--- config.mk ---
export PLATFORM = sky130hd
export DESIGN_NAME = feature_vector_writer
export DESIGN_NICKNAME = d
export VERILOG_FILES = /design/src/rtl/fvw_pkg.sv /design/src/rtl/fvw_lane_packer.sv /design/src/rtl/feature_vector_writer.sv
export SDC_FILE = /design/constraint.sdc
export NUM_CORES = 1
export LEC_CHECK = 0
export ABC_CLOCK_PERIOD_IN_PS = 2600
export BUFFER_PORTS_ARGS = -buffer_cell sky130_fd_sc_hd__buf_4
export CAP_MARGIN = 20
export CORE_MARGIN = 1
export CORE_UTILIZATION = 57
export CTS_CLUSTER_DIAMETER = 50
export DETAILED_ROUTE_END_ITERATION = 12
export GPL_TIMING_DRIVEN = 0
export PLACE_DENSITY = 0.77
export SLEW_MARGIN = 30
export SYNTH_ARGS = -nofsm -noshare
export SYNTH_HDL_FRONTEND = slang
export SYNTH_SLANG_ARGS = --single-unit
--- constraint.sdc ---
create_clock -name clk -period 2.6 [get_ports clk]
set_input_delay 0.26 -clock clk [delete_from_list [all_inputs] [get_ports clk]]
set_output_delay 0.26 -clock clk [all_outputs]
set_load 0.1 [all_outputs]
--- src/rtl/fvw_pkg.sv ---
// Shared state encoding and sizing helpers for feature_vector_writer.
// Defining OUT_CHECKSUM_EN adds the TRAIL state and reserves one word per bank for the trailer.
package fvw_pkg;

  typedef enum logic [1:0] {
    IDLE,
    WRITE,
    DROP
`ifdef OUT_CHECKSUM_EN
    , TRAIL
`endif
  } state_t;

  // The trailer needs a free word after the last data word, so the bank gives up one word.
  function automatic int max_elems(input int pack, input int depth_w);
`ifdef OUT_CHECKSUM_EN
    return pack * ((1 << depth_w) - 1);
`else
    return pack << depth_w;
`endif
  endfunction

  function automatic int lane_w(input int pack);
    return (pack > 1) ? $clog2(pack) : 1;
  endfunction

endpackage

--- src/rtl/fvw_lane_packer.sv ---
// Packs DATA_W elements into PACK-lane words; emits the word write (comb) when the last
// lane fills, or a partial word with only the filled lanes enabled on flush.
module fvw_lane_packer
  import fvw_pkg::*;
#(
  parameter int DATA_W = 8,
  parameter int PACK   = 4
) (
  input  logic                     clk,
  input  logic                     rst_n,
  input  logic                     push,
  input  logic                     flush,
  input  logic [DATA_W-1:0]        data,
  output logic [PACK-1:0]          we,
  output logic [DATA_W*PACK-1:0]   din
);

  localparam int LW = lane_w(PACK);
  localparam logic [LW-1:0] LAST = LW'(PACK - 1);

  logic [LW-1:0]          lane_q, lane_d;
  logic [DATA_W*PACK-1:0] pack_q, pack_d, merged;

  always_comb begin
    merged = pack_q;
    merged[lane_q*DATA_W +: DATA_W] = data;
    lane_d = lane_q;
    pack_d = pack_q;
    we     = '0;
    din    = pack_q;
    if (push) begin
      if (lane_q == LAST) begin
        we     = '1;
        din    = merged;
        pack_d = '0;
        lane_d = '0;
      end else begin
        pack_d = merged;
        lane_d = lane_q + LW'(1);
      end
    end else if (flush && (lane_q != '0)) begin
      // Unfilled lanes are held at zero, so only the enables need masking.
      for (int i = 0; i < PACK; i++) we[i] = (LW'(i) < lane_q);
      pack_d = '0;
      lane_d = '0;
    end
  end

  always_ff @(posedge clk or negedge rst_n) begin
    if (!rst_n) begin
      lane_q <= '0;
      pack_q <= '0;
    end else begin
      lane_q <= lane_d;
      pack_q <= pack_d;
    end
  end

endmodule

--- src/rtl/feature_vector_writer.sv ---
// Ping-pong BRAM writer: packs element bursts into banks, commits with vec_done, drops when full.
// Optional OUT_CHECKSUM_EN appends a checksum trailer word after each committed burst.
module feature_vector_writer
  import fvw_pkg::*;
#(
  parameter int DATA_W  = 8,
  parameter int PACK    = 4,
  parameter int DEPTH_W = 10,
  parameter int CNT_W   = 16
) (
  input  logic                     clk,
  input  logic                     rst_n,
  input  logic                     valid_in,
  input  logic [DATA_W-1:0]        data_in,
  output logic                     bram_en,
  output logic [PACK-1:0]          bram_we,
  output logic [DEPTH_W:0]         bram_addr,
  output logic [DATA_W*PACK-1:0]   bram_din,
  output logic                     vec_done,
  output logic [CNT_W-1:0]         vec_len,
  output logic                     vec_bank,
  input  logic                     ps_ack,
  input  logic                     ps_ack_bank,
  output logic [1:0]               bank_full,
  output logic                     overflow,
  output logic [CNT_W-1:0]         drop_cnt
);

  localparam int MAX_ELEMS = max_elems(PACK, DEPTH_W);
  localparam int CW        = $clog2(MAX_ELEMS + 1);
  localparam int SH        = $clog2(PACK);
  localparam int WW        = DATA_W * PACK;
  localparam logic [CW-1:0] MAX_C = CW'(MAX_ELEMS);

  state_t            state_q, state_d;
  logic              wbank_q, wbank_d, bank_c;
  logic [CW-1:0]     cnt_q, cnt_c, cnt_d;
  logic              push, flush, commit, done_d, ovf_d, vbank_d;
  logic [CNT_W-1:0]  drop_d, len_d;
  logic [1:0]        ack_mask, set_mask, full_d;
  logic [PACK-1:0]   pk_we, we_c;
  logic [WW-1:0]     pk_din, din_c;
  logic [DEPTH_W:0]  addr_c;

  fvw_lane_packer #(.DATA_W(DATA_W), .PACK(PACK)) u_packer (
    .clk   (clk),
    .rst_n (rst_n),
    .push  (push),
    .flush (flush),
    .data  (data_in),
    .we    (pk_we),
    .din   (pk_din)
  );

  always_comb begin
    state_d = state_q;
    wbank_d = wbank_q;
    bank_c  = wbank_q;
    cnt_c   = cnt_q;
    push    = 1'b0;
    flush   = 1'b0;
    commit  = 1'b0;
    done_d  = 1'b0;
    ovf_d   = overflow;
    drop_d  = drop_cnt;
    len_d   = vec_len;
    vbank_d = vec_bank;
    unique case (state_q)
      IDLE: begin
        if (valid_in) begin
          cnt_c = '0;
          // Prefer the bank after the last commit; fall back to the other one.
          if (!bank_full[wbank_q]) begin
            state_d = WRITE;
            push    = 1'b1;
          end else if (!bank_full[~wbank_q]) begin
            state_d = WRITE;
            push    = 1'b1;
            bank_c  = ~wbank_q;
            wbank_d = ~wbank_q;
          end else begin
            state_d = DROP;
          end
        end
      end
      WRITE: begin
        if (valid_in) begin
          if (cnt_q < MAX_C) push = 1'b1;
          else               ovf_d = 1'b1;
        end else begin
          flush   = 1'b1;
          commit  = 1'b1;
          len_d   = CNT_W'(cnt_q);
          vbank_d = wbank_q;
          wbank_d = ~wbank_q;
`ifdef OUT_CHECKSUM_EN
          state_d = TRAIL;
`else
          done_d  = 1'b1;
          state_d = IDLE;
`endif
        end
      end
      DROP: begin
        if (!valid_in) begin
          if (drop_cnt != '1) drop_d = drop_cnt + CNT_W'(1);
          state_d = IDLE;
        end
      end
`ifdef OUT_CHECKSUM_EN
      TRAIL: begin
        done_d  = 1'b1;
        state_d = valid_in ? DROP : IDLE;
      end
`endif
      default: state_d = IDLE;
    endcase
    cnt_d = push ? cnt_c + CW'(1) : cnt_c;
  end

  // A commit and an ack on the same bank leave it full.
  always_comb begin
    ack_mask = 2'b00;
    set_mask = 2'b00;
    if (ps_ack) ack_mask[ps_ack_bank] = 1'b1;
    if (commit) set_mask[wbank_q]     = 1'b1;
    full_d = (bank_full & ~ack_mask) | set_mask;
  end

`ifdef OUT_CHECKSUM_EN
  logic [WW-1:0] sum_q, sum_d;

  always_comb begin
    sum_d = (state_q == IDLE) ? '0 : sum_q;
    if (push) sum_d = sum_d + WW'(data_in);
  end

  always_ff @(posedge clk or negedge rst_n) begin
    if (!rst_n) sum_q <= '0;
    else        sum_q <= sum_d;
  end
`endif

  always_comb begin
    we_c   = pk_we;
    din_c  = pk_din;
    addr_c = {bank_c, DEPTH_W'(cnt_c >> SH)};
`ifdef OUT_CHECKSUM_EN
    if (state_q == TRAIL) begin
      we_c   = '1;
      din_c  = sum_q;
      addr_c = {vec_bank, DEPTH_W'((cnt_q + CW'(PACK - 1)) >> SH)};
    end
`endif
  end

  always_ff @(posedge clk or negedge rst_n) begin
    if (!rst_n) begin
      state_q   <= IDLE;
      wbank_q   <= 1'b0;
      cnt_q     <= '0;
      bank_full <= '0;
      overflow  <= 1'b0;
      drop_cnt  <= '0;
      vec_len   <= '0;
      vec_bank  <= 1'b0;
      vec_done  <= 1'b0;
      bram_en   <= 1'b0;
      bram_we   <= '0;
      bram_addr <= '0;
      bram_din  <= '0;
    end else begin
      state_q   <= state_d;
      wbank_q   <= wbank_d;
      cnt_q     <= cnt_d;
      bank_full <= full_d;
      overflow  <= ovf_d;
      drop_cnt  <= drop_d;
      vec_len   <= len_d;
      vec_bank  <= vbank_d;
      vec_done  <= done_d;
      bram_en   <= |we_c;
      bram_we   <= we_c;
      if (|we_c) begin
        bram_addr <= addr_c;
        bram_din  <= din_c;
      end
    end
  end

endmodule

======== Word level (Yosys, flattened, before mapping) ========
Cells that the tools add are included.
W data, S select, Z words.
word-level totals
  register bits after elaboration ......... 132
  output and inout port bits .............. 85
  input port bits ......................... 13
  word-level logic and storage cells ...... 102
operators by class
  muxes and demuxes ....................... 44
  add/subtract/negate cells ............... 4
  reduce and logical (&&, ||, !) cells .... 14
  eq/ne operators ......................... 7
  bitwise logic cells ..................... 6
  magnitude comparators ................... 10
  shift operators ......................... 2
operators by type and width
  kind                       number
  $mux W32                   5
  $mux W13                   3
  $neg A5 Y34                1
  $shift A8 B34 Y32 const A  1
  $shiftx A8 B34 Y32         1
  $bwmux W32                 1
  $mux W1                    18
  $mux W2                    9
  $add A16 B1 Y16 const B    1
  $ne A16 B16 Y1 const B     1
  $add A13 B1 Y13 const B    1
  $lt A13 B13 Y1 const B     1
  $mux W4                    3
  $lt A1 B2 Y1 const B       3
  $ne A2 B2 Y1 const B       3
  $reduce_and A2 Y1          3
  $reduce_and A3 Y1          2
  $reduce_bool A2 Y1         3
  $eq A2 B2 Y1 const B       2
  $lt A1 B2 Y1 const A       2
  $lt A2 B2 Y1 const A       2
  $pmux W1 S2                2
  $pmux W2 S2                1
  $reduce_or A4 Y1           1
  11 further kinds           17

======== Longest topological paths before layout ========
  depth after elaboration ................. 9
  depth in mapped cells ................... 9
  mapped depth without buffers ............ 8

======== Hierarchy ========
A second synthesis with hierarchy kept.
unflattened totals
  cells, all modules ...................... 507
  area, all modules ....................... 6010.8 sq um
modules (own cells, without submodules)
  module                 sequential area each (sq um)  area an instance (sq um)  instances  cells an instance
  feature_vector_writer  2452.4                        4182.8                    1          358
  fvw_lane_packer        850.8                         1828.0                    1          149

======== Worst setup path after synthesis ========
Ideal clock, no wire load.
  kind .................................... register -> register
  from .................................... reg drop_cnt[0]
  to ...................................... reg drop_cnt[1]
  clock period less this slack ............ 2.613 ns
  arrival time ............................ 2.488 ns
  path slack .............................. -0.013 ns
  data required time ...................... 2.474 ns
  buffers on the path ..................... 0
  cell stages (with the launch flop) ...... 6
  library setup time ...................... 0.126 ns
  path through ............................ dfrtp_1 ha_1 nand4_1 nor3_1 a21oi_1 mux2_2
between the ends
  cells in the longest elaborated chain, start to end .. 2
  elaborated cells on any way between the ends .. 3
  classes of those cells .................. add/sub: 1; eq/ne: 1; reduce/logical: 1
ends and longest elaborated chain
  item                                                     line                          source
  start, declared                                          feature_vector_writer.sv:26   output logic [CNT_W-1:0] drop_cnt
  start signal, assigned                                   feature_vector_writer.sv:178  drop_cnt <= drop_d;
  branches (longest 2 deep; another with $add A16 B1 Y16)  n/a
Several ways; the timed one is not identified.
A chain may end at the register's enable or synchronous reset.

======== Worst setup path after layout ========
  from .................................... reg state_q[1]
  to ...................................... reg bram_din[27]
between the ends
  cells in the longest elaborated chain, start to end .. 6
  elaborated cells on any way between the ends .. 9
  classes of those cells .................. eq/ne: 1; mux: 5; reduce/logical: 3
ends and longest elaborated chain
  item                    line                          source
  start, declared         feature_vector_writer.sv:35   state_t state_q, state_d;
  start signal, assigned  feature_vector_writer.sv:173  state_q <= state_d;
  $eq A2 B1 Y1            feature_vector_writer.sv:68   unique case (state_q)
  $mux W1                 feature_vector_writer.sv:68
  $logic_and A1 B1 Y1     fvw_lane_packer.sv:41         end else if (flush && (lane_q != '0)) begin
  $mux W4                 fvw_lane_packer.sv:41
  $mux W4                 fvw_lane_packer.sv:31         if (push) begin
  $reduce_or A4 Y1        feature_vector_writer.sv:184  if (|we_c) begin
  end signal, assigned    feature_vector_writer.sv:186  bram_din <= din_c;
  end, declared           feature_vector_writer.sv:18   output logic [DATA_W*PACK-1:0] bram_din,
Parallel ways exist; a longest one is shown, timed or not.

==> impl_metrics.tcl <==
set metrics [dict create \
    outcome "finished, final reports clean" \
    clock_latency_ns 0.51 \
    worstPathRequired_ns 2.99 \
    die_area_mm2 0.01119 \
    dpl.hpwl_um 9272 \
    final_max_slew_viol_count 0 \
    leakagePower_nw 3.699 \
    crit_type "reg2reg" \
    numCtsBuffers 17 \
    initial_core_util_pct 59.23 \
    gp_congestion 0.8046 \
    power_mw 8.328 \
    pwr_density_cell_mw_per_mm2 1093 \
    htree_levels 4 \
    drive_gt1_share_pct 26.18 \
    die_y_um 105.8 \
    fin_skew_ns 0.006077 \
    yosys.area.top_type "dfrtp_1" \
    synth_area_leaders "dfrtp_1 (54%), a22o_1 (8.4%), nand2_1 (3.8%)" \
    grt_pass1_vias 4613 \
    rsz0062_at_grt "no" \
    io_buffers 86 \
    synthCells 514 \
    nFillCells 723 \
    synth_top_area_share_pct 53.78 \
    diodes 0 \
    synth_area_mm2 0.006142 \
    async_reset_ff_share_pct 100.0 \
    hold_viol_final 0 \
    yosysWarnings 0 \
    root_buffer "clkbuf_8" \
    groute.usage.overall_pct 27.11 \
    synth_ff_type "dfrtp_1" \
    nets 649 \
    max-slew-margin-rel_pct 41.24 \
    ctsLongestPathBuffers 2 \
    drcViolationCount 0 \
    min_period_ns 2.504 \
    end_kind "flip-flop" \
    setup_viol 0 \
    core_area_mm2 0.01037 \
    finalSetupTns_ns 0 \
    die_x_um 105.8 \
    synth-edff-count 0 \
    antenna_found_initial 0 \
    grt_pass1_wl_um 23430 \
    fin_util_pct 73.46 \
    ys_types 59 \
    wirelength_um 13990 \
    arrival_ns 2.90 \
    area_growth_pct 24.02 \
    tightest_slew_ns 0.8746 \
    cts_setup_buffers 0 \
    clk_pin_slew_ns 0.06 \
    ant_nets 0 \
    yosysSeqAreaShare_pct 53.78 \
    dr.first_iter.drc_count 247 \
    cp_max_fo 10 \
    crit_path_start_kind "flip-flop" \
    ioPinCount 98 \
    num_rows 37 \
    wire_per_inst_um 18.17 \
    fmax_ghz 0.3993 \
    ys_ff_latch 132 \
    peakVddDrop_v 0.0009664 \
    layout_commonest_cell "dfrtp_1" \
    grt_max_degree 74 \
    cap_violations 0 \
    avgSynthCellArea_um2 11.95 \
    cts_tree "yes" \
    hold_class "in2reg" \
    period_share_pct 96.32 \
    vias 4562 \
    hold-worst-slack_ns 0.04512 \
    dr.pass1.iters 4 \
    final_cell_mix "dfrtp_1 (130), buf_4 (91), nand2_1 (62), a22o_1 (59), mux2_1 (19)" \
    r2r_slack_ns 0.1 \
    gr-total-overflow 0 \
    routed_via_density 5.925 \
    clock-sinks 132 \
]
[cell usage after synthesis, drive strengths merged, types with 9 or more instances]
cell   number
nand2      62
buf        22
inv        18
dfrtp     132
nor2       14
o21ai      10
ha         12
nand3      11
nor4       10
a22o       59
a32o        9
xnor2      15
mux2i      14
nand4       9
mux2       37
[registers in the layout, summed over array words and instances, names as in the netlist]
register and count:
bram_en 1, bram_addr 11, cnt_q 13, drop_cnt 16, bram_we 4, bram_din 32, wbank_q 1, vec_len 13
state_q 2, vec_done 1, bank_full 2, overflow 1, u_packer.pack_q 32, vec_bank 1, u_packer.lane_q 2
[critical path: stages (launching register included)]
cell and delay (ns):
dfrtp_1 0.42, inv_1 0.13, ha_2 0.26, and3b_1 0.20, buf_6 0.15, nor3_2 0.28
a21o_1 0.11, buf_2 0.24, buf_4 0.25, mux2_1 0.35
[worst paths after layout]
path / from / end / depth (start not counted)
max: state_q[1] / bram_din[27] / 9
min: ps_ack_bank / bank_full[0] / 3
max reg2reg: state_q[1] / bram_din[27] / 9
min reg2reg: vec_len[10] / vec_len[10] / 2
max in group asynchronous: rst_n / u_packer.pack_q[21] / 3
min in group asynchronous: rst_n / drop_cnt[3] / 2
[per-stage QoR]
step / area [µm²] / std cells / worst slack, ns
floorplan: 6152 / 516 / 0.08995
global placement: 6968 / 738 / 0.04877
detailed placement: 7003 / 739 / -0.06776
CTS: 7594 / 771 / 0.006630
global route: 7617 / 770 / 0.005529
finish: 7617 / 770 / 0.09557
[final cells by class]
class                   count  area [µm²]  area share [%]
well taps                 136       170.2           2.234
inverters                  18       67.56          0.8870
plain buffers              27       156.4           2.053
clock inverters             5       77.57           1.018
repair buffers             90       710.7           9.330
multi-input cells         338        2659           34.90
flip-flops and latches    132        3306           43.40
clock buffers              24       470.5           6.176
[power breakdown]
| part | leakage (nW) | internal, mW | total (mW) | switching, mW |
|---|---|---|---|---|
| Combinational | 1.62 | 0.961 | 3.49 | 2.53 |
| Sequential | 1.81 | 2.37 | 2.61 | 0.244 |
| Clock | 0.267 | 1.42 | 2.22 | 0.803 |
[cells by family (layout without fill, tap and decap cells)]
logic type / after synthesis / after routing / share of synthesized area, %
adders and majority gates: 12 / 12 / 2.444
and+or+nand+nor: 146 / 146 / 12.89
muxes: 51 / 51 / 9.065
buffers and inverters: 46 / 164 / 3.646
DFF: 132 / 132 / 53.78
xor gates and xnor gates: 19 / 19 / 2.709
other: 1 / 3 / 0.06105
AOI/OAI and AO/OA: 107 / 107 / 15.40
[per-layer routing]
layer  track usage (%)  up-vias  wire length, µm
met5                 0        -                0
met2             43.42      158             6817
met4             9.821        0              187
met1             36.32     2293             6123
met3             6.122       17              863
li1                  -     2094                -
[timing repair]
item / CTS / global route
hold endpoints to repair: 60 / 0
hold buffers: 3 / 0
resized for setup: 2 / 8
endpoints found under the setup margin: 30 / 40
No activity file was read; power rests on OpenSTA's default activity.
